$ cat src/rtl/div_sequencer_pkg.sv
// ============================================================================
// Module : mips_pkg
// Brief  : Shared constants and divider state encoding for the MIPS core.
// Rev    : 1.0  initial release
// ============================================================================
`default_nettype none

package mips_pkg;

  localparam int WORD_W = 32;

  localparam logic [1:0] DIV_IDLE = 2'd0;
  localparam logic [1:0] DIV_RUN  = 2'd1;
  localparam logic [1:0] DIV_DONE = 2'd2;

  typedef enum logic [1:0] {
    S_IDLE = DIV_IDLE,
    S_RUN  = DIV_RUN,
    S_DONE = DIV_DONE
  } divState_t;

endpackage

`default_nettype wire

$ cat src/rtl/div_sequencer_step.sv
// ============================================================================
// Module : div_step
// Brief  : One combinational radix-2 restoring-division iteration.
// Rev    : 1.0  initial release
// ============================================================================
`default_nettype none

module div_step
  import mips_pkg::*;
#(
  parameter int WIDTH = WORD_W
) (
  input  logic [WIDTH-1:0] i_rem,
  input  logic [WIDTH-1:0] i_quo,
  input  logic [WIDTH-1:0] i_dvsr,
  output logic [WIDTH-1:0] o_rem,
  output logic [WIDTH-1:0] o_quo
);

  logic [WIDTH:0] w_remShift;
  logic [WIDTH:0] w_trial;

  // Remainder is carried one bit wider so 2*rem+1 never overflows before the subtract.
  assign w_remShift = {i_rem, i_quo[WIDTH-1]};
  assign w_trial    = w_remShift - {1'b0, i_dvsr};

  assign o_rem = w_trial[WIDTH] ? w_remShift[WIDTH-1:0] : w_trial[WIDTH-1:0];
  assign o_quo = {i_quo[WIDTH-2:0], ~w_trial[WIDTH]};

endmodule

`default_nettype wire

$ cat src/rtl/div_sequencer.sv
// ============================================================================
// Module : div_sequencer
// Brief  : Multi-cycle DIV/DIVU unit with HiLo write strobe and pipeline stall.
// Rev    : 1.0  initial release
// ============================================================================
`default_nettype none

module div_sequencer
  import mips_pkg::*;
#(
  parameter int WIDTH = WORD_W,
  parameter int CNT_W = $clog2(WIDTH) + 1
) (
  input  logic               clk,
  input  logic               reset,
  input  logic               start,
  input  logic               is_signed,
  input  logic [WIDTH-1:0]   dividend,
  input  logic [WIDTH-1:0]   divisor,
  input  logic               mf_req,
  output logic               busy,
  output logic               stall,
  output logic               hilo_we,
  output logic [2*WIDTH-1:0] div_ans,
  output logic               div_by_zero
);

  divState_t        r_state, w_nextState;
  logic [CNT_W-1:0] r_cnt;
  logic [WIDTH-1:0] r_rem, r_quo, r_dvsr;
  logic             r_negQ, r_negR, r_dbz;
  logic [2*WIDTH-1:0] r_ans;

  logic             w_sgnA, w_sgnB, w_zeroDvsr;
  logic [WIDTH-1:0] w_absA, w_absB;
  logic [WIDTH-1:0] w_stepRem, w_stepQuo;
  logic [WIDTH-1:0] w_fixRem, w_fixQuo;

  assign w_sgnA     = is_signed & dividend[WIDTH-1];
  assign w_sgnB     = is_signed & divisor[WIDTH-1];
  assign w_absA     = w_sgnA ? -dividend : dividend;
  assign w_absB     = w_sgnB ? -divisor  : divisor;
  assign w_zeroDvsr = (divisor == '0);

  assign w_fixQuo = r_negQ ? -r_quo : r_quo;
  assign w_fixRem = r_negR ? -r_rem : r_rem;

  div_step #(.WIDTH(WIDTH)) u_step (
    .i_rem  (r_rem),
    .i_quo  (r_quo),
    .i_dvsr (r_dvsr),
    .o_rem  (w_stepRem),
    .o_quo  (w_stepQuo)
  );

  always_ff @(posedge clk or negedge reset) begin
    if (!reset) r_state <= S_IDLE;
    else        r_state <= w_nextState;
  end

  always_comb begin
    w_nextState = r_state;
    busy        = 1'b0;
    hilo_we     = 1'b0;
    div_ans     = r_ans;
    case (r_state)
      S_IDLE: if (start) w_nextState = w_zeroDvsr ? S_DONE : S_RUN;
      S_RUN: begin
        busy = 1'b1;
        if (r_cnt == CNT_W'(1)) w_nextState = S_DONE;
      end
      S_DONE: begin
        busy        = 1'b1;
        hilo_we     = 1'b1;
        div_ans     = {w_fixRem, w_fixQuo};
        w_nextState = S_IDLE;
      end
      default: w_nextState = S_IDLE;
    endcase
    stall = busy & (mf_req | start);
  end

  // Divide-by-zero preloads its fixed result and zero sign flags so DONE passes it through.
  always_ff @(posedge clk or negedge reset) begin
    if (!reset) begin
      r_cnt  <= '0;
      r_rem  <= '0;
      r_quo  <= '0;
      r_dvsr <= '0;
      r_negQ <= 1'b0;
      r_negR <= 1'b0;
      r_dbz  <= 1'b0;
      r_ans  <= '0;
    end else begin
      case (r_state)
        S_IDLE: if (start) begin
          r_cnt  <= CNT_W'(WIDTH);
          r_dvsr <= w_absB;
          if (w_zeroDvsr) begin
            r_rem  <= dividend;
            r_quo  <= '1;
            r_negQ <= 1'b0;
            r_negR <= 1'b0;
            r_dbz  <= 1'b1;
          end else begin
            r_rem  <= '0;
            r_quo  <= w_absA;
            r_negQ <= w_sgnA ^ w_sgnB;
            r_negR <= w_sgnA;
            r_dbz  <= 1'b0;
          end
        end
        S_RUN: begin
          r_rem <= w_stepRem;
          r_quo <= w_stepQuo;
          r_cnt <= r_cnt - CNT_W'(1);
        end
        S_DONE:  r_ans <= {w_fixRem, w_fixQuo};
        default: ;
      endcase
    end
  end

  assign div_by_zero = r_dbz;

endmodule

`default_nettype wire
$ cat config.mk
export PLATFORM = sky130hd
export DESIGN_NAME = div_sequencer
export DESIGN_NICKNAME = d
export VERILOG_FILES = /design/src/rtl/div_sequencer_pkg.sv /design/src/rtl/div_sequencer_step.sv /design/src/rtl/div_sequencer.sv
export SDC_FILE = /design/constraint.sdc
export NUM_CORES = 1
export LEC_CHECK = 0
export BUFFER_PORTS_ARGS = -buffer_cell sky130_fd_sc_hd__clkbuf_2
export CAP_MARGIN = 15
export CORE_AREA = 2 2 170 172
export CTS_BUF_LIST = sky130_fd_sc_hd__clkbuf_16
export CTS_CLUSTER_SIZE = 8
export DETAILED_ROUTE_END_ITERATION = 8
export DIE_AREA = 0 0 172 174
export GPL_TIMING_DRIVEN = 1
export PLACE_DENSITY = 0.7
export SYNTH_ARGS = -nofsm -noshare
export SYNTH_HDL_FRONTEND = slang
export SYNTH_SLANG_ARGS = --single-unit
$ cat constraint.sdc
create_clock -name clk -period 4.8 [get_ports clk]
set_clock_uncertainty 0.2 [all_clocks]
set_input_delay 0.96 -clock clk [delete_from_list [all_inputs] [get_ports clk]]
set_output_delay 0.96 -clock clk [all_outputs]
set_load 0.01 [all_outputs]
==> flow_summary.yaml <==
logic_synthesis:
  async_reset_ff_share_pct: 100.0
  synth.distinct_cells: 58
  synth_warnings: 0
  yosys-top-cells-area: "dfrtp_1, xor2_1, a21oi_1, o21ai_0, nand2_1"
  synthesis.area_um2: 11400
  synth_top_area_cell: "dfrtp_1"
  synth_edf_count: 0
  synth.top_cell.area_share_pct: 37.53
  syn_area_per_cell_um2: 8.483
  synth_nets: 1455
  yosysSeqAreaShare_pct: 37.53
  synthCells: 1344
  ys.flop_type: "dfrtp_1"
  synth_seq_cells: 171
final_layout:
  fin_nets: 1562
  syn2layout_area_growth_pct: 15.54
  mostFrequentLayoutCell: "dfrtp_1"
  num-fill-cells: 2793
  layout_common_cells: "dfrtp_1, nand2_1, clkbuf_2, a21oi_1, o21ai_0"
  drive_above_1_share_pct: 15.51
critical_path:
  crit_start: "r_quo[1]$_DFFE_PN0P_"
  rr_startpoint: "r_quo[31]$_DFFE_PN0P_"
  cp_top_family: "simple AND/OR/NAND/NOR gates"
  crit_fanout: 6
  cp-start-kind: "register"
  worst-path-buf-inv: 1
  cp_slowest_cell: "or4_4"
  critPathKind: "reg -> out"
  critPathCaptureType: "output port"
  path_cells: "or4_4, or3_4, or4_4, or3_4, or2_4, o21ai_4, nand2_2, xor2_1, mux2_2, clkbuf_2"
  critPathMaxStageDelay_ps: 550
  crit_arrival_ps: 3610
  cp_data_required_time_ps: 3640
grt:
  grt.overflow.total: 0
  grt_pass1_vias: 9467
  grt_util_all_layers_pct: 20.52
  grt_max_degree: 95
  grt_antenna_before_repair: 2
  grt_pass1_wl_um: 49280
floorplanning:
  die_w_um: 172
  rows: 62
  start_util_pct: 40.38
  die_area_um2: 29930
  io_pins: 137
  die_y_um: 174
  design.core.area_um2: 28240
route:
  drc: 0
  routed_wl_um: 30720
  vias: 10184
  dr.pass1.iters: 5
  avgRoutedWirePerCell_um: 16.60
  via_per_inst: 5.505
  postRouteAntennaNets: 0
  drt-initial-drc-count: 782
timing:
  final-setup-viol-count: 0
  rsz0062_at_grt: "yes"
  worstMarginPinSlew_ps: 1008
  min_period_ps: 4774
  max_slew_margin_pct: 32.81
  setup_slack_ps: 25.94
  finalHoldViolCount: 0
  slew_viol_final: 0
  fmax_mhz: 209.5
  finalSetupTns_ps: 0
  min_period_over_period_pct: 99.46
placed_design:
  io_buffers: 136
  gp_congestion: 0.9101
  place_ws_ps: 220.0
  dpl.hpwl_um: 22840
pwr:
  power_density_nw_per_um2: 759.5
  irDropWorstVdd_uv: 353.7
  report.power.total_mw: 10.00
  power_leakage_nw: 5.721
clock_tree:
  cts_buffers: 17
  cts.root.buffer_cell: "clkbuf_16"
  cts_tree: "built"
  cts-hold-fix-buffers: 0
  cts.sinks: 171
  clockBufferDepth: 2
  clkTransAtPathRegs_ps: 70
  htreeDepth: 4
  clk_latency_ps: 450
hold_path:
  min_from: "r_dvsr[4]$_DFFE_PN0P_"
  hp-class: "reg -> reg"
outcome:
  outcome: "finished clean"
run:
  drv_cap: 0
## area by class of cell
type,instances,area [um2],share of cell area (%)
repair buffers,159,872.1,6.620
well taps,384,480.5,3.647
multi-input cells,1042,6725,51.05
clock buffers,17,425.4,3.229
clock inverters,15,160.2,1.216
flip-flops and latches,171,4279,32.48
diodes,2,5.005,0.03799
inverters,60,225.2,1.710
## power by group
part / internal [mW] / total [mW] / switching, mW
Sequential: 2.11 / 2.72 / 0.608
Clock: 0.774 / 1.39 / 0.618
Combinational: 2.39 / 5.89 / 3.50
Total: 5.28 / 10.0 / 4.73
## sequential cells by signal, indices dropped and copies added, names as in the netlist
register     count
r_ans           64
r_dvsr          32
r_quo           32
r_rem           32
r_cnt            6
r_state          2
div_by_zero      1
r_negQ           1
r_negR           1
## per-stage QoR
step	area, um2	instances	hold WS (ps)	utilization (%)
floorplan	11400	1344	249.8	-
CTS	13120	1846	286.6	46.47
global route	13170	1850	311.6	46.65
finish	13170	1850	282.7	46.65
detailed placement	12490	1812	270.1	44.24
global placement	12490	1812	262.3	44.24
## synthesized netlist by cell type, drive strengths merged (9+ instances only)
master and count:
nor3 17, buf 9, mux2 15, nand2 143, nor2 116, o211ai 16, a22oi 17, or3 19
inv 60, ha 41, dfrtp 171, nand4 13, a21o 10, o21ai 126, xnor2 56, clkbuf 62
o31ai 28, o22ai 14, nand2b 9, a21oi 130, a31oi 15, or4 22, xor2 96, mux2i 29
nand3 20, o41ai 20
## routing by layer
layer	up-vias	track usage, %	part of all wire [%]
li1	5033	-	-
met1	4811	29.35	48
met2	293	32.13	45
met3	47	2.801	4.4
met4	0	6.408	2.2
met5	-	0	0
## worst min-delay path, delay by kind of cell (launching register included)
kind | cells | cell delay, ps
AOI/OAI and AO/OA | 1 | 60
DFF | 1 | 340
and+or+nand+nor | 1 | 50
## timing repair
action,in CTS,in global routing
buffers inserted,2,2
pin swaps,4,5
gates resized for setup,7,7
setup endpoints to repair,7,14
## path summary, 6_finish.rpt
check | end | slack (ps) | cells after the start
worst max-delay path | div_ans[29] | 30 | 10
worst min-delay path | r_dvsr[4]$_DFFE_PN0P_ | 280 | 2
worst max register to register | r_rem[7]$_DFFE_PN0P_ | 780 | 12
worst min register to register | r_dvsr[4]$_DFFE_PN0P_ | 280 | 2
max in group asynchronous | r_ans[50]$_DFF_PN0_ | 3070 | 2
min in group asynchronous | r_ans[4]$_DFF_PN0_ | 340 | 1
## kinds of logic (layout without fill, tap and decap cells)
kind of cell,count (synthesis),in the layout,synth area share [%]
buf+inv,131,251,4.412
xor+xnor,152,152,11.68
simple gates,391,391,15.73
other cells,0,2,0
mux,44,44,4.061
flops,171,171,37.53
fa+ha+maj,42,42,4.675
compound gates,413,413,21.92
(Power assumes the default switching activity.)
